$ cat src/rtl/sound_pkg.sv
// Shared constants and types for the piezo sound scheduler.
// Note values are half-period P in 50 MHz cycles (half-period lasts P+1 cycles).
package sound_pkg;

    localparam int PER_W = 20;

    localparam int SRC_HORN    = 0;
    localparam int SRC_CLICK   = 1;
    localparam int SRC_REVERSE = 2;
    localparam int SRC_ENGINE  = 3;

    localparam logic [PER_W-1:0] NOTE_REST = 20'd0;
    localparam logic [PER_W-1:0] NOTE_C4   = 20'd95555;
    localparam logic [PER_W-1:0] NOTE_D4   = 20'd85130;
    localparam logic [PER_W-1:0] NOTE_E4   = 20'd75842;
    localparam logic [PER_W-1:0] NOTE_F4   = 20'd71585;
    localparam logic [PER_W-1:0] NOTE_G4   = 20'd63775;
    localparam logic [PER_W-1:0] NOTE_A4   = 20'd56817;
    localparam logic [PER_W-1:0] NOTE_B4   = 20'd50618;
    localparam logic [PER_W-1:0] NOTE_C5   = 20'd47777;
    localparam logic [PER_W-1:0] NOTE_D5   = 20'd42564;
    localparam logic [PER_W-1:0] NOTE_E5   = 20'd37920;

    typedef enum logic [1:0] {
        IDLE  = 2'd0,
        PLAY  = 2'd1,
        DRAIN = 2'd2,
        GAP   = 2'd3
    } state_e;

endpackage

$ cat src/rtl/sound_tone_gen.sv
// Square-wave generator: counter 0..P, wave toggles at cnt==P where P also reloads.
// A latched P of 0 is a rest: wave and counter stay at 0.
module sound_tone_gen
    import sound_pkg::*;
(
    input  logic             clk,
    input  logic             rst,
    input  logic             load,
    input  logic             run,
    input  logic             force_low,
    input  logic [PER_W-1:0] period,
    output logic             wave,
    output logic             at_edge
);

    logic [PER_W-1:0] cnt_q, cnt_d;
    logic [PER_W-1:0] per_q, per_d;
    logic             wave_q, wave_d;

    assign at_edge = (cnt_q == per_q);
    assign wave    = wave_q;

    always_comb begin
        cnt_d  = cnt_q;
        per_d  = per_q;
        wave_d = wave_q;
        if (load) begin
            cnt_d  = '0;
            per_d  = period;
            wave_d = 1'b0;
        end else if (run) begin
            if (at_edge) begin
                cnt_d = '0;
                per_d = period;
            end else begin
                cnt_d = cnt_q + 1'b1;
            end
            // Decided from the old P so a reload to rest still ends the current half cleanly.
            if (force_low || per_q == '0) begin
                wave_d = 1'b0;
            end else if (at_edge) begin
                wave_d = ~wave_q;
            end
        end else begin
            cnt_d  = '0;
            wave_d = 1'b0;
        end
    end

    always_ff @(posedge clk) begin
        if (rst) begin
            cnt_q  <= '0;
            per_q  <= '0;
            wave_q <= 1'b0;
        end else begin
            cnt_q  <= cnt_d;
            per_q  <= per_d;
            wave_q <= wave_d;
        end
    end

endmodule

$ cat src/rtl/sound_scheduler.sv
// Priority arbiter for the single piezo pin: lowest index wins, sources only change
// at waveform boundaries followed by a silence gap.
module sound_scheduler
    import sound_pkg::*;
#(
    parameter int NUM_SRC     = 4,
    parameter int ONESHOT_CYC = 150_000,
    parameter int GAP_CYC     = 50_000
) (
    input  logic                       clk,
    input  logic                       rst,
    input  logic [NUM_SRC-1:0]         req,
    input  logic [NUM_SRC-1:0]         trig,
    input  logic [NUM_SRC*PER_W-1:0]   period_in,
    output logic                       piezo_out,
    output logic [$clog2(NUM_SRC)-1:0] active_src,
    output logic                       busy,
    output logic                       playing,
    output state_e                     dbg_state
);

    localparam int SRC_W = $clog2(NUM_SRC);
    localparam int OS_W  = $clog2(ONESHOT_CYC + 1);
    localparam int GAP_W = (GAP_CYC > 1) ? $clog2(GAP_CYC) : 1;
    localparam logic [GAP_W-1:0] GAP_LAST = GAP_W'((GAP_CYC > 0) ? GAP_CYC - 1 : 0);

    state_e             state_q, state_d;
    logic [SRC_W-1:0]   src_q, src_d;
    logic [GAP_W-1:0]   gap_q, gap_d;
    logic [OS_W-1:0]    os_q [NUM_SRC];
    logic [OS_W-1:0]    os_d [NUM_SRC];
    logic [NUM_SRC-1:0] active;
    logic [SRC_W-1:0]   winner;
    logic               none_active;
    logic               load, run, force_low, do_eval;
    logic               wave, at_edge;
    logic [SRC_W-1:0]   sel_src;
    logic [PER_W-1:0]   period_sel;

    always_comb begin
        for (int i = 0; i < NUM_SRC; i++) begin
            if (trig[i]) begin
                os_d[i] = OS_W'(ONESHOT_CYC);
            end else if (os_q[i] != '0) begin
                os_d[i] = os_q[i] - 1'b1;
            end else begin
                os_d[i] = '0;
            end
            active[i] = req[i] | (os_q[i] != '0);
        end
    end

    always_comb begin
        winner = '0;
        for (int i = NUM_SRC - 1; i >= 0; i--) begin
            if (active[i]) winner = SRC_W'(i);
        end
        none_active = ~|active;
    end

    // A fresh load takes the winner's period; otherwise reloads follow the owner.
    assign sel_src    = load ? winner : src_q;
    assign period_sel = period_in[int'(sel_src)*PER_W +: PER_W];

    always_comb begin
        state_d   = state_q;
        src_d     = src_q;
        gap_d     = gap_q;
        load      = 1'b0;
        run       = 1'b0;
        force_low = 1'b0;
        do_eval   = 1'b0;
        case (state_q)
            IDLE: do_eval = 1'b1;
            PLAY: begin
                run = 1'b1;
                if (none_active || winner != src_q) state_d = DRAIN;
            end
            DRAIN: begin
                run = 1'b1;
                if (!none_active && winner == src_q) begin
                    state_d = PLAY;
                end else if (!wave || at_edge) begin
                    force_low = 1'b1;
                    if (GAP_CYC == 0) begin
                        do_eval = 1'b1;
                    end else begin
                        state_d = GAP;
                        gap_d   = '0;
                    end
                end
            end
            GAP: begin
                if (gap_q == GAP_LAST) do_eval = 1'b1;
                else gap_d = gap_q + 1'b1;
            end
            default: state_d = IDLE;
        endcase
        if (do_eval) begin
            state_d = IDLE;
            if (!none_active) begin
                load    = 1'b1;
                src_d   = winner;
                state_d = PLAY;
            end
        end
    end

    always_ff @(posedge clk) begin
        if (rst) begin
            state_q <= IDLE;
            src_q   <= '0;
            gap_q   <= '0;
            for (int i = 0; i < NUM_SRC; i++) os_q[i] <= '0;
        end else begin
            state_q <= state_d;
            src_q   <= src_d;
            gap_q   <= gap_d;
            for (int i = 0; i < NUM_SRC; i++) os_q[i] <= os_d[i];
        end
    end

    sound_tone_gen u_tone (
        .clk       (clk),
        .rst       (rst),
        .load      (load),
        .run       (run),
        .force_low (force_low),
        .period    (period_sel),
        .wave      (wave),
        .at_edge   (at_edge)
    );

    assign piezo_out  = wave;
    assign active_src = src_q;
    assign busy       = (state_q != IDLE);
    assign playing    = (state_q == PLAY);
    assign dbg_state  = state_q;

endmodule
$ cat config.mk
export PLATFORM = sky130hd
export DESIGN_NAME = sound_scheduler
export DESIGN_NICKNAME = d
export VERILOG_FILES = /design/src/rtl/sound_pkg.sv /design/src/rtl/sound_tone_gen.sv /design/src/rtl/sound_scheduler.sv
export SDC_FILE = /design/constraint.sdc
export NUM_CORES = 1
export LEC_CHECK = 0
export CORE_ASPECT_RATIO = 1.25
export CORE_MARGIN = 2
export CORE_UTILIZATION = 45
export DETAILED_ROUTE_END_ITERATION = 16
export PLACE_DENSITY = 0.72
export RECOVER_POWER = 50
export SLEW_MARGIN = 40
export SYNTH_ARGS = -nofsm -noshare
export SYNTH_HDL_FRONTEND = slang
export SYNTH_SLANG_ARGS = --single-unit
$ cat constraint.sdc
create_clock -name clk -period 2.9 [get_ports clk]
set_clock_uncertainty 0.05 [all_clocks]
set_input_delay 0.58 -clock clk [delete_from_list [all_inputs] [get_ports clk]]
set_output_delay 0.58 -clock clk [all_outputs]
set_load 0.01 [all_outputs]
==> flow_metrics.env, run 1 <==
export IMPL_status="completed"
export IMPL_yosysMostFrequentCell="dfxtp_1"
export IMPL_period_minus_slack_ns=2.79
export IMPL_fin_hold_ws_ns=0.389
export IMPL_cts_buffer_depth=2
export IMPL_async_flop_share=0
export IMPL_drtPass1Iterations=5
export IMPL_hpwl_um=12200
export IMPL_synthFlopType="dfxtp_1"
export IMPL_yosys_area_top_type="dfxtp_1"
export IMPL_min_path_cells=1
export IMPL_powerDensity_nw_per_um2=815
export IMPL_grt_max_degree=22
export IMPL_max_clock_freq_mhz=358
export IMPL_yosysWarnings=0
export IMPL_drtAntennaViolNets=0
export IMPL_num_io_pins=97
export IMPL_gp_congestion=0.839
export IMPL_synthCells=814
export IMPL_drive_gt1_frac=0.114
export IMPL_cap_violations=0
export IMPL_worst_slack_ns=0.110
export IMPL_antenna_found_initial=0
export IMPL_vias=6220
export IMPL_wl_um=16700
export IMPL_ys_ff_latch=133
export IMPL_worstPathMaxFanout=12
export IMPL_grt_pass1_vias=6223
export IMPL_cts_tree="done"
export IMPL_critPathSlowestCell="or4_4"
export IMPL_pre_cts_ws_ns=-0.0545
export IMPL_numClockSinks=133
export IMPL_crit_chain="or4_4 > nor4_4 > and3_4 > o21ai_2 > o221a_4 > a2bb2oi_2 > buf_4 > or3_1 > a21oi_2"
export IMPL_worstPathArrival_ns=3.10
export IMPL_rows=50
export IMPL_diodes=0
export IMPL_cts_root_buf="clkbuf_16"
export IMPL_cts_buffers=17
export IMPL_routedWlPerCell_um=14.7
export IMPL_overflow=0
export IMPL_finalPower_uw=7390
export IMPL_synthTopCellsByArea="dfxtp_1 38%, xor2_1 6.7%, nor2_1 6.5%"
export IMPL_die_h_um=143
export IMPL_worst_pin_slew_ns=0.480
export IMPL_cpPeakStageDelay_ns=0.56
export IMPL_synth_area_um2=6920
export IMPL_core_um2=15000
export IMPL_drt_iter0_markers=325
export IMPL_finalCritPeriodShare=0.962
export IMPL_seq_area_frac_synth=0.385
export IMPL_die_area_um2=16400
export IMPL_hp_class="register to register"
export IMPL_drc=0
export IMPL_end_kind="register"
export IMPL_post_route_util=0.604
export IMPL_hold_viol=0
export IMPL_synth_common_cells="133 x dfxtp_1, 119 x nor2_1, 82 x nand2_1"
export IMPL_postSynthAreaPerCell_um2=8.50
export IMPL_drt_vias_per_instance=5.47
export IMPL_slew_headroom=0.679
export IMPL_synth_top_area_frac=0.385
export IMPL_synth_edf_count=0
export IMPL_track_usage=0.215
export IMPL_setup_viol=0
export IMPL_finalMaxSlewViolations=0
export IMPL_insertion_delay_ns=0.42
export IMPL_clkSlewWorstSetupHoldPaths_ns=0.06
export IMPL_htree_levels=4
export IMPL_p_leak_uw=0.00352
export IMPL_syn2layout_area_growth_pct=31.0
export IMPL_rsz0062_at_grt="yes"
export IMPL_cp_start_kind="register"
export IMPL_final_setup_tns_ns=0
export IMPL_initial_core_util=0.461
export IMPL_ff2ff_path_depth=9
export IMPL_ir_drop_v=0.000592
export IMPL_grt_pass1_wl_um=28400
export IMPL_final_nets=1048
export IMPL_criticalPathCategory="register to register"
export IMPL_synth_cell_type_count=69
export IMPL_worstPathRequired_ns=3.21
export IMPL_syn_nets=919
export IMPL_die_w_um=115
export IMPL_port_buffers=96
[state kept, by name, indices dropped and copies added (netlist names)]
| name | flops |
|---|---|
| gap_q | 16 |
| os_q | 72 |
| dbg_state | 2 |
| u_tone.cnt_q | 20 |
| u_tone.wave | 1 |
| u_tone.per_q | 20 |
| active_src | 2 |
[worst max-delay path: cells and delay by family, from the launching register on]
kind	cells	cell delay [ns]
AND/OR/NAND/NOR	4	1.53
AO/OA/AOI/OAI	4	0.68
flip-flops	1	0.32
buffers and inverters	1	0.16
[cell families (layout without fill, tap and decap cells)]
logic type                 after synthesis  after routing  share of synthesized area
AOI/OAI and AO/OA                      131            131                      0.135
xor gates and xnor gates                90             90                      0.114
adders and majority gates               15             15                     0.0271
buffers and inverters                   50            191                     0.0305
DFF                                    133            133                      0.385
muxes                                   42             42                     0.0609
and+or+nand+nor                        353            353                      0.248
[layout by cell type (no fill, tap or decap), drive strengths merged, types with 15 or more instances in the layout]
cell and count:
a21oi 58, a32o 20, buf 42, clkbuf 22, clkdlybuf4s50 96, dfxtp 133, ha 15, inv 20
mux2i 41, nand2 83, nand3 30, nor2 119, nor3 25, nor4 24, o21ai 16, xnor2 37
xor2 53
[layout make-up]
type / count / area (um2)
Clock buffer: 21 / 460
Clock inverter: 10 / 178
Fill cell: 1331 / 5950
Inverter: 21 / 78.8
Multi-Input combinational cell: 631 / 4120
Sequential cell: 133 / 2660
Tap cell: 182 / 228
Timing Repair Buffer: 139 / 1340
[final timing paths]
path	startpoint	slack, ns	endpoint
setup / recovery	os_q[1][11]	0.11	gap_q[10]
hold / removal	os_q[0][0]	0.39	os_q[0][0]
setup reg to reg	os_q[1][11]	0.11	gap_q[10]
hold reg to reg	os_q[0][0]	0.39	os_q[0][0]
[metal layers]
layer,GRT usage,wire [um],vias to the layer above
li1,-,-,3154
met1,0.242,7070,2905
met2,0.387,8630,136
met3,0.0471,683,25
met4,0.0919,360,0
met5,0,0,-
[metrics by stage]
stage	instance area, um2	std cells
2_1_floorplan	6920	814
3_3_place_gp	8360	1103
3_5_place_dp	8360	1103
4_1_cts	8990	1134
5_1_grt	9070	1137
6_report	9070	1137
[power breakdown]
part	leakage, uW	total [uW]	internal, uW	switching [uW]
logic	0.00211	2830	1390	1440
registers	0.00109	2240	2030	207
clock network	0.000313	2330	1560	770
total	0.00352	7390	4980	2410
[timing repair]
action	in CTS	in global routing
buffers inserted	0	3
gates resized for setup	0	13
endpoints found under the setup margin	0	31
hold buffers	0	0
(Power assumes the default switching activity.)
==> inputs of run 2 (changes only) <==
PLACE_DENSITY = 0.71   (was 0.72)
SYNTH_HIERARCHICAL = 1   (was unset)
==> flow_metrics.env, run 2 <==
export IMPL_status="finished with violations"
export IMPL_violations="negative setup slack"
export IMPL_setup_viol=21
export IMPL_layout_common_cells="149 x nor2_1, 127 x dfxtp_1, 103 x buf_4"
export IMPL_powerDensity_nw_per_um2=865
export IMPL_drtAntennaViolNets=0
export IMPL_largest_reg_flops=72
export IMPL_worst_pin_slew_ns=0.687
export IMPL_die_area_um2=18900
export IMPL_cts_buffers=17
export IMPL_synth_top_area_frac=0.332
export IMPL_crit_chain="ha_4 > or4b_4 > nor4_4 > o21bai_1 > buf_4 > a21o_4 > buf_16 > and3_1 > a311oi_1 > a22oi_2 > a21oi_2 > nor2_1 > a221o_1"
export IMPL_ir_drop_v=0.000600
export IMPL_syn2layout_area_growth_pct=37.8
export IMPL_worst_slack_ns=-0.196
export IMPL_routedWlPerCell_um=16.6
export IMPL_antenna_found_initial=0
export IMPL_stdcell_count=1405
export IMPL_finalPower_uw=9570
export IMPL_drtPass1Iterations=5
export IMPL_rows=54
export IMPL_grt_max_degree=65
export IMPL_htree_levels=4
export IMPL_yosysWarnings=6
export IMPL_synthCells=985
export IMPL_track_usage=0.248
export IMPL_synth_cell_type_count=65
export IMPL_finalMaxSlewViolations=0
export IMPL_max_clock_freq_mhz=323
export IMPL_wl_um=23300
export IMPL_n_fill_cell=1514
export IMPL_diodes=0
export IMPL_post_route_util=0.632
export IMPL_largest_register="os_q"
export IMPL_vias=8294
export IMPL_cts_root_buf="clkbuf_16"
export IMPL_end_kind="register"
export IMPL_critPathSlowestCell="or4b_4"
export IMPL_synthFlopType="dfxtp_1"
export IMPL_slew_headroom=0.539
export IMPL_die_h_um=153
export IMPL_initial_core_util=0.459
export IMPL_grt_pass1_vias=8015
export IMPL_drt_vias_per_instance=5.90
export IMPL_layout_commonest_cell="nor2_1"
export IMPL_dp_cells=1365
export IMPL_worstPathRequired_ns=3.16
export IMPL_drt_iter0_markers=548
export IMPL_yosysMostFrequentCell="nor2_1"
export IMPL_async_flop_share=0
export IMPL_ys_ff_latch=133
export IMPL_worstPathMaxFanout=19
export IMPL_hpwl_um=15900
export IMPL_p_leak_uw=0.00435
export IMPL_seq_area_frac_synth=0.332
export IMPL_clkSlewWorstSetupHoldPaths_ns=0.06
export IMPL_cts_buffer_depth=2
export IMPL_place_area_um2=10100
export IMPL_final_area_um2=11100
export IMPL_cp_start_kind="register"
export IMPL_port_buffers=96
export IMPL_worstPathArrival_ns=3.36
export IMPL_rsz0062_at_grt="yes"
export IMPL_synth_common_cells="152 x nor2_1, 133 x dfxtp_1, 76 x a21oi_1"
export IMPL_pre_cts_ws_ns=-0.251
export IMPL_holdBufCountCts=0
export IMPL_final_nets=1274
export IMPL_synth_edf_count=0
export IMPL_grt_pass1_wl_um=37600
export IMPL_synthTopCellsByArea="dfxtp_1 33%, nor2_1 7.1%, xor2_1 5.6%"
export IMPL_criticalPathCategory="register to register"
export IMPL_core_um2=17500
export IMPL_cpPeakStageDelay_ns=0.47
export IMPL_die_w_um=123
export IMPL_drive_gt1_frac=0.207
export IMPL_overflow=0
export IMPL_postSynthAreaPerCell_um2=8.15
export IMPL_period_minus_slack_ns=3.10
export IMPL_cts_tree="done"
export IMPL_yosys_area_top_type="dfxtp_1"
export IMPL_syn_nets=1090
export IMPL_numClockSinks=133
export IMPL_cp_num_buf_inv=2
export IMPL_gp_congestion=0.921
export IMPL_hold_viol=0
export IMPL_path_delay_family="compound AO/OA/AOI/OAI gates"
export IMPL_insertion_delay_ns=0.42
export IMPL_num_io_pins=97
export IMPL_synth_area_um2=8030
export IMPL_hp_class="register to register"
export IMPL_finalCritPeriodShare=1.07
export IMPL_cap_violations=0
export IMPL_largestRegisters="os_q: 72 flops, u_tone/cnt_q: 20 flops, u_tone/per_q: 20 flops"
export IMPL_drc=0
[run 2: power breakdown]
group,leakage [uW],switching (uW),internal (uW)
clock network,0.000260,785,1140
registers,0.00109,257,2050
logic,0.00299,2750,2580
total,0.00435,3800,5770
[run 2: through the flow]
stage / TNS (ns) / hold slack [ns]
2_1_floorplan: -0.357 / 0.376
3_3_place_gp: -4.34 / 0.411
3_5_place_dp: -5.04 / 0.420
4_1_cts: -2.05 / 0.433
5_1_grt: -6.74 / 0.463
6_report: -2.84 / 0.432
[run 2: logic make-up after synthesis]
| logic type | Yosys count | share of synthesized area |
|---|---|---|
| AO/OA/AOI/OAI | 245 | 0.217 |
| XOR/XNOR | 91 | 0.0992 |
| adder cells (fa/ha/maj) | 15 | 0.0234 |
| buffers and inverters | 86 | 0.0475 |
| flip-flops | 133 | 0.332 |
| multiplexers | 6 | 0.00779 |
| AND/OR/NAND/NOR | 409 | 0.274 |
[run 2: routing by layer]
layer,up-vias,share of wire,routed length [um],global-route usage
li1,4021,-,-,-
met1,3981,0.41,9590,0.277
met2,246,0.52,12000,0.442
met3,46,0.045,1060,0.0571
met4,0,0.028,653,0.108
met5,-,0,0,0
[run 2: layout make-up]
cell class                 instances  area, um2  share of cell area
clock buffer                      21        470              0.0425
timing repair buffer             226       2080               0.188
multi-input combinational        766       5420               0.489
clock inverter                    10       57.6             0.00520
tap                              224        280              0.0253
inverter                          25       93.8             0.00848
sequential                       133       2670               0.241
[run 2: path summary, 6_finish.rpt]
check,startpoint,endpoint,slack [ns],cells past startpoint
worst min-delay path,os_q[1][0],os_q[1][0],0.43,1
worst max-delay path,dbg_state[0],u_tone/per_q[18],-0.20,13
worst min register to register,os_q[1][0],os_q[1][0],0.43,1
worst max register to register,dbg_state[0],u_tone/per_q[18],-0.20,13
[run 2: what timing repair did]
action / CTS / global route
endpoints found under the setup margin: 25 / 37
pin swaps: 8 / 17
gates cloned: 2 / 1
setup buffers: 3 / 3
gates resized for setup: 21 / 60
==> inputs of run 3 (changes only) <==
CORE_UTILIZATION = 51   (was 45)
PLACE_DENSITY = 0.76   (was 0.71)
clock period = 3.8 ns   (was 2.9 ns; I/O delays follow)
==> flow_metrics.env, run 3 (synthesis results as in run 2) <==
export IMPL_status="completed"
export IMPL_hpwl_um=14900
export IMPL_top_layer="met4"
export IMPL_drt_vias_per_instance=6.06
export IMPL_largest_register="os_q"
export IMPL_overflow=0
export IMPL_die_area_um2=16800
export IMPL_p_seq_frac=0.270
export IMPL_pwr_share_clk=0.284
export IMPL_pre_cts_ws_ns=0.216
export IMPL_dr_wl_met2_um=10800
export IMPL_swShare=0.388
export IMPL_cts_root_buf="clkbuf_16"
export IMPL_wl_met3_um=921
export IMPL_slew_headroom=0.421
export IMPL_diodes=0
export IMPL_vias=7815
export IMPL_path_delay_family="compound AO/OA/AOI/OAI gates"
export IMPL_switchingPower_uw=2580
export IMPL_cp_start_kind="register"
export IMPL_drtPass1Iterations=5
export IMPL_min_from="os_q[3][0]"
export IMPL_cts_buffer_depth=2
export IMPL_r2r_end="u_tone/per_q[17]"
export IMPL_die_w_um=116
export IMPL_clkSlewWorstSetupHoldPaths_ns=0.06
export IMPL_stdcell_count=1290
export IMPL_worstPathRequired_ns=4.07
export IMPL_crit_chain="ha_1 > or4b_1 > nor4_1 > o21bai_2 > a21oi_2 > a31oi_4 > buf_8 > a22oi_1 > a22oi_1 > a21oi_1 > nor2_1 > a221o_1"
export IMPL_n_fill_cell=1335
export IMPL_worst_slack_ns=0.353
export IMPL_worst_pin_slew_ns=0.868
export IMPL_criticalPathCategory="register to register"
export IMPL_rows=51
export IMPL_port_buffers=96
export IMPL_grt_pass1_vias=7578
export IMPL_r2r_start="dbg_state[1]"
export IMPL_cp_num_buf_inv=1
export IMPL_finalMaxSlewViolations=0
export IMPL_layout_common_cells="151 x nor2_1, 132 x dfxtp_1, 90 x clkdlybuf4s50_1"
export IMPL_rsz0062_at_grt="no"
export IMPL_hp_class="register to register"
export IMPL_num_io_pins=97
export IMPL_p_leak_uw=0.00381
export IMPL_cts_buffers=17
export IMPL_drc=0
export IMPL_period_minus_slack_ns=3.45
export IMPL_final_nets=1170
export IMPL_multi_input_area_um2=5020
export IMPL_end_kind="register"
export IMPL_hold_viol=0
export IMPL_dp_cells=1258
export IMPL_antenna_found_initial=0
export IMPL_track_usage=0.267
export IMPL_grt_pass1_wl_um=35800
export IMPL_drive_gt1_frac=0.0724
export IMPL_cpPeakStageDelay_ns=0.45
export IMPL_ff2ff_path_depth=12
export IMPL_cap_violations=0
export IMPL_die_h_um=144
export IMPL_max_clock_freq_mhz=290
export IMPL_regArea_um2=2660
export IMPL_cts_tree="done"
export IMPL_finalCritPeriodShare=0.907
export IMPL_largestRegisters="os_q: 72 flops, u_tone/cnt_q: 20 flops, u_tone/per_q: 20 flops"
export IMPL_drt_iter0_markers=628
export IMPL_rrSetupSlack_ns=0.35
export IMPL_layout_commonest_cell="nor2_1"
export IMPL_routedWlPerCell_um=16.8
export IMPL_syn2layout_area_growth_pct=23.2
export IMPL_initial_core_util=0.518
export IMPL_critPathSlowestCell="or4b_1"
export IMPL_crit_path_frequent_cell="a22oi_1"
export IMPL_min_path_cells=1
export IMPL_largest_reg_flops=72
export IMPL_ir_drop_v=0.000398
export IMPL_setup_viol=0
export IMPL_core_um2=15500
export IMPL_powerDensity_nw_per_um2=673
export IMPL_wl_um=21600
export IMPL_numClockSinks=133
export IMPL_drtAntennaViolNets=0
export IMPL_grt_max_degree=64
export IMPL_worstPathMaxFanout=22
export IMPL_htree_levels=4
export IMPL_gp_congestion=0.921
export IMPL_final_setup_tns_ns=0
export IMPL_wl_met1_um=9170
export IMPL_hold_end="os_q[3][0]"
export IMPL_insertion_delay_ns=0.43
export IMPL_worstPathArrival_ns=3.71
export IMPL_power_internal_uw=4070
export IMPL_power_frac_comb=0.446
==> run 3: metal layers <==
layer  global-route usage  vias to the layer above
li1                     -                     3818
met1                0.309                     3696
met2                0.464                      241
met3               0.0587                       60
met4                0.126                        0
met5                    0                        -
==> run 3: how the worst max path moves through the flow <==
stage                 start                to  slack, ns  cells past startpoint
2_1_floorplan    os_q[1][2]   u_tone/per_q[0]       0.61                     12
3_3_place_gp         req[3]  u_tone/per_q[13]       0.26                      9
3_5_place_dp         req[1]   u_tone/per_q[7]       0.22                     12
4_1_cts        dbg_state[1]  u_tone/per_q[17]       0.22                     12
5_1_grt        dbg_state[1]  u_tone/per_q[15]       0.04                     12
6_report       dbg_state[1]  u_tone/per_q[17]       0.35                     12
==> run 3: power by group through the flow <==
stage | logic [uW] | registers (uW) | clock network [uW]
after floorplan | 2220 | 1730 | 0
after global placement | 2880 | 1810 | 0
after detailed placement | 2950 | 1820 | 0
after CTS | 2960 | 1790 | 1920
after global routing | 3280 | 1820 | 1970
final | 2970 | 1800 | 1890
==> run 3: layout make-up <==
| class | count | area share |
|---|---|---|
| Clock buffer | 19 | 0.0458 |
| Clock inverter | 13 | 0.0230 |
| Inverter | 25 | 0.00949 |
| Multi-Input combinational cell | 766 | 0.507 |
| Sequential cell | 133 | 0.269 |
| Tap cell | 212 | 0.0268 |
| Timing Repair Buffer | 122 | 0.118 |
==> run 3: worst reg2reg max path, cell delays in order, from the launching register on <==
cell and delay (ns):
dfxtp_1 0.38, ha_1 0.24, or4b_1 0.45, nor4_1 0.37, o21bai_2 0.22, a21oi_2 0.25
a31oi_4 0.26, buf_8 0.27, a22oi_1 0.20, a22oi_1 0.14, a21oi_1 0.14, nor2_1 0.06
a221o_1 0.29
==> run 3: what timing repair did <==
action / CTS / global route
setup buffers: 0 / 0
hold buffers: 0 / 0
setup endpoints to repair: 0 / 11
resized for setup: 0 / 3
==> run 3: through the flow <==
stage	hold WS [ns]	utilization	cell area (um2)	total power, uW
6_report	0.412	0.638	9890	6660
5_1_grt	0.441	0.638	9890	7080
4_1_cts	0.414	0.639	9910	6660
3_5_place_dp	0.400	0.595	9230	4760
3_3_place_gp	0.389	0.595	9220	4690
2_1_floorplan	0.376	-	8030	3950
==> patch 1: new RTL, settings of run 1 <==
The parameter `GAP_CYC` goes from 50_000 to 25_000.
--- a/src/rtl/sound_scheduler.sv
+++ b/src/rtl/sound_scheduler.sv
@@ -5,7 +5,7 @@
 #(
     parameter int NUM_SRC     = 4,
     parameter int ONESHOT_CYC = 150_000,
-    parameter int GAP_CYC     = 50_000
+    parameter int GAP_CYC     = 25_000
 ) (
     input  logic                       clk,
     input  logic                       rst,
Formal check against the unedited RTL: same outputs for any inputs over 4 cycles, from zero or initial values and one cycle with rst high; that may be too few to reach the edited logic, so the function may still have changed.
==> patch 1 against run 1 <==
- the run now ends with negative setup slack left
- synthesized cell count grew 0.25%
- global-route usage decreased by 0.20 points
- design area grew 2.8%
- sequential cell count is 1 lower
- area after synthesis increased by 0.76%
- via count grew 0.39%
- setup slack worse by 0.19 ns
- utilization up 1.4 points
- wire length up 1.0%
- non-clock buffer count increased by 18
- total power decreased by 0.96%
- final cell count up 3.9%
==> patch 1: results (changes against run 1) <==
placed_area_sq_mm: 0.00852  # +1.9%
leakage_uw: 0.00376  # +7.0%
place_hpwl_mm: 11.9  # -2.3%
dr.pass1.iters: 4  # -1
fin_nets: 1065  # +1.6%
synth_nets: 921  # +0.22%
grt_max_degree: 41  # +86%
fin_setup_tns_ns: -1.00  # -1.00 ns
antenna_found_initial: 1  # +1
final_common_cell: "nor2_1"
drtIter0Drc: 341  # +4.9%
path_max_fanout: 10  # -2
dp_cells: 1142  # +3.5%
tightest_slew_ns: 0.653  # +0.173 ns
dp_slack_ns: -0.305  # -0.250 ns
drc: 0  # unchanged
arrival_ns: 3.26  # +0.16 ns
grt_usage_pct: 21.3  # -0.20 points
ys_seq_area_share_pct: 37.9  # -0.58 points
ys_top_cells_by_area: "dfxtp_1, nor2_1, xnor2_1"
max_stage_delay_ns: 0.53  # -0.03 ns
drive_above_1_share_pct: 15.1  # +3.7 points
syn_inst: 816  # +0.25%
wl_per_cell_um: 14.3  # -2.7%
gp_congestion: 0.822  # -2.0%
synth_common_cells: "nor2_1, dfxtp_1, xnor2_1"
fin_ws_ns: -0.0822  # -0.192 ns
status: "finished, violations left"
setup-violations-final: 25  # +25
fillers: 1318  # -0.98%
irDropWorstVdd_v: 0.000543  # -8.2%
vias: 6244  # +0.39%
io_buffers: 96  # unchanged
wl_mm: 16.9  # +1.0%
ys_types: 59  # -14%
violations: "negative setup slack"
grt_pass1_wl_mm: 28.1  # -0.90%
## patch 1: changes by cell type in the layout (fill, tap and decap cells not counted), sizes merged, moves of 7 or more
| cell | delta |
|---|---|
| mux2i | -40 |
| nand2 | -40 |
| mux2 | +21 |
| o21a | +21 |
| a221o | +20 |
| a32o | -20 |
| a21boi | +18 |
| and3 | +18 |
| a21oi | -15 |
| nor2 | +15 |
| buf | +13 |
| xnor2 | +13 |
| clkbuf | +9 |
| o31ai | -7 |
## patch 1: critical path: cells and delay by family, from the launching register on
kind / cells / cell delay, ns
xor gates and xnor gates: 1 / 0.16
AOI/OAI and AO/OA: 3 / 0.90
buffers and inverters: 1 / 0.17
DFF: 1 / 0.32
and+or+nand+nor: 4 / 1.27
## patch 1: worst paths after layout
kind | to | slack [ns] | cells after the start | from
worst min-delay path | os_q[2][0] | 0.39 | 1 | os_q[2][0]
worst max register to register | gap_q[11] | -0.08 | 9 | os_q[3][9]
worst max-delay path | gap_q[11] | -0.08 | 9 | os_q[3][9]
worst min register to register | os_q[2][0] | 0.39 | 1 | os_q[2][0]
## patch 1: power by group
part           switching, uW  internal, uW
clock network            764          1370
logic                   1430          1560
registers                184          2010
total                   2380          4940
## patch 1: area by class of cell
| cell class | instances | area [sq um] | share of cell area (%) |
|---|---|---|---|
| clock inverter | 8 | 97.6 | 1.05 |
| timing repair buffer | 157 | 1480 | 15.9 |
| clock buffer | 24 | 502 | 5.38 |
| tap | 208 | 260 | 2.79 |
| multi-input combinational | 634 | 4270 | 45.8 |
| sequential | 132 | 2650 | 28.4 |
| inverter | 18 | 67.6 | 0.725 |
## patch 1: cells by family (layout without fill, tap and decap cells)
| logic type | Yosys count | count (layout) | share of synthesized area (%) |
|---|---|---|---|
| AOI/OAI and AO/OA | 141 | 141 | 14.5 |
| xor gates and xnor gates | 99 | 99 | 12.4 |
| adders and majority gates | 15 | 15 | 2.69 |
| buffers and inverters | 50 | 207 | 2.82 |
| DFF | 132 | 132 | 37.9 |
| muxes | 23 | 23 | 3.70 |
| and+or+nand+nor | 356 | 356 | 26.0 |
## patch 1: layer usage
| layer | vias to the layer above | track usage, % | wire length (um) |
|---|---|---|---|
| met4 | 2 | 7.10 | 361 |
| li1 | 3191 | - | - |
| met1 | 2849 | 24.4 | 7330 |
| met3 | 30 | 6.54 | 871 |
| met5 | - | 0 | 19 |
| met2 | 172 | 37.4 | 8340 |
## patch 1: what timing repair did
action,4_1_cts,5_1_grt
setup endpoints to repair,9,35
gates resized for setup,4,27
pin swaps,1,7
buffers inserted,1,3
cloned,0,3
hold buffers,0,0
==> patch 2: new RTL, config.mk and constraints of run 1 <==
Without the edit above. Make the reset (`rst`) asynchronous in 2 clocked blocks.
--- a/src/rtl/sound_tone_gen.sv
+++ b/src/rtl/sound_tone_gen.sv
@@ -47,7 +47,7 @@
         end
     end
 
-    always_ff @(posedge clk) begin
+    always_ff @(posedge clk or posedge rst) begin
         if (rst) begin
             cnt_q  <= '0;
             per_q  <= '0;
--- a/src/rtl/sound_scheduler.sv
+++ b/src/rtl/sound_scheduler.sv
@@ -106,7 +106,7 @@
         end
     end
 
-    always_ff @(posedge clk) begin
+    always_ff @(posedge clk or posedge rst) begin
         if (rst) begin
             state_q <= IDLE;
             src_q   <= '0;
Check against the original RTL: differs if rst is asserted again (counterexample within 4 cycles, from zero or initial values and one cycle with rst high); with rst held inactive, the same outputs for 4 cycles.
==> patch 2 against run 1 <==
- the flow now finishes with violations (negative setup slack)
- final cell count up 6.6%
- area after synthesis up 9.9%
- design area up 21%
- sequential cell count unchanged
- wire length up 30%
- via count up 9.7%
- die area up 9.6%
- setup slack worse by 0.28 ns
- first-iteration DRC count up 23%
- largest cell class unchanged
Power is not compared: it rests on default switching activity, and its combinational part moved more than twofold at a synthesized area within 25%.
==> patch 2: results (changes against run 1) <==
wl_mm: 21.7  # +30%
fin_setup_tns_ns: -2.48  # -2.48 ns
setup-violations-final: 25  # +25
grt_usage_pct: 24.1  # +2.5 points
place_hpwl_mm: 14.5  # +19%
ys_types: 60  # -13%
relSlewSlack_pct: 33.2  # -35 points
drive_above_1_share_pct: 21.8  # +10 points
finalNonFillerCells: 1212  # +6.6%
status: "finished, violations left"
r2r-end: "u_tone.per_q[9]"
vias: 6823  # +9.7%
crit_path_top_delay_cell: "or4b_4"
fin_ws_ns: -0.173  # -0.283 ns
placed_area_sq_mm: 0.00946  # +13%
drtIter0Drc: 399  # +23%
syn_inst: 798  # -2.0%
violations: "negative setup slack"
cp-startpoint: "os_q[9]"
first_global_vias: 6962  # +12%
grt_max_degree: 37  # +68%
arrival_ns: 3.33  # +0.23 ns
ys_seq_area_share_pct: 43.8  # +5.3 points
gp_congestion: 0.849  # +1.2%
path_max_fanout: 10  # -2
ys_top_cells_by_area: "dfrtp_1, xor2_1, nor2_1"
fin_nets: 1087  # +3.7%
[patch 2: changes by cell type in the layout (fill, tap and decap cells not counted), moves of 12 or more]
cell | before | now
a2111oi_4 | 0 | 20
dfxtp_1 | 133 | 0
o21bai_1 | 0 | 24
mux2i_1 | 41 | 7
nor2_1 | 119 | 107
a211oi_2 | 0 | 15
a21boi_0 | 1 | 15
a21oi_1 | 52 | 14
buf_6 | 0 | 18
dfrtp_1 | 0 | 133
a32o_1 | 20 | 1
nand2_1 | 82 | 36
buf_4 | 37 | 65
[patch 2: worst min path at each step]
stage,depth (start not counted),from,endpoint,slack [ns]
after global routing,1,os_q[36],os_q[36],0.46
after global placement,1,os_q[36],os_q[36],0.40
after CTS,1,os_q[36],os_q[36],0.44
final,1,os_q[36],os_q[36],0.42
after detailed placement,1,os_q[36],os_q[36],0.43
after floorplan,1,os_q[36],os_q[36],0.38
[patch 2: report_power, final]
part	total, uW	internal (uW)	switching, uW
Clock	2040	1250	789
Combinational	963	458	504
Sequential	2090	1970	122
[patch 2: logic make-up (layout without fill, tap and decap cells)]
family,after synthesis,after routing,share of synthesized area [%]
and+or+nand+nor,318,318,21.7
AOI/OAI and AO/OA,160,160,15.4
DFF,133,133,43.7
xor gates and xnor gates,94,94,10.8
buffers and inverters,55,249,2.80
muxes,22,22,2.91
adders and majority gates,16,16,2.63
[patch 2: through the flow]
step           utilization, %  setup WS, ns
2_1_floorplan               -       -0.0341
3_3_place_gp             56.6        -0.347
3_5_place_dp             56.6        -0.369
4_1_cts                  63.3        -0.110
5_1_grt                  65.4        -0.266
6_report                 65.4        -0.173
[patch 2: what timing repair did]
| action | CTS | global route |
|---|---|---|
| setup endpoints to repair | 38 | 36 |
| gates cloned | 4 | 3 |
| gates resized for setup | 86 | 62 |
| setup buffers | 1 | 15 |
| pin swaps | 30 | 31 |
[patch 2: routing by layer]
| layer | GRT usage [%] | vias to the layer above | routed length (um) |
|---|---|---|---|
| met1 | 27.8 | 3300 | 8580 |
| li1 | - | 3232 | - |
| met2 | 43.3 | 234 | 11200 |
| met4 | 11.5 | 0 | 955 |
| met3 | 3.86 | 57 | 959 |
| met5 | 0 | - | 0 |
[patch 2: layout make-up]
| cell class | instances | area [sq um] |
|---|---|---|
| multi-input combinational | 610 | 4790 |
| tap | 220 | 275 |
| sequential | 133 | 3330 |
| clock inverter | 9 | 108 |
| clock buffer | 21 | 440 |
| inverter | 24 | 91.3 |
| fill | 1260 | 5780 |
| timing repair buffer | 195 | 1900 |
[patch 2: critical path: cells and delay by family, from the launching register on]
| kind | cells | cell delay, ns |
|---|---|---|
| compound gates | 3 | 0.41 |
| simple gates | 4 | 1.57 |
| buf+inv | 3 | 0.55 |
| flops | 1 | 0.38 |
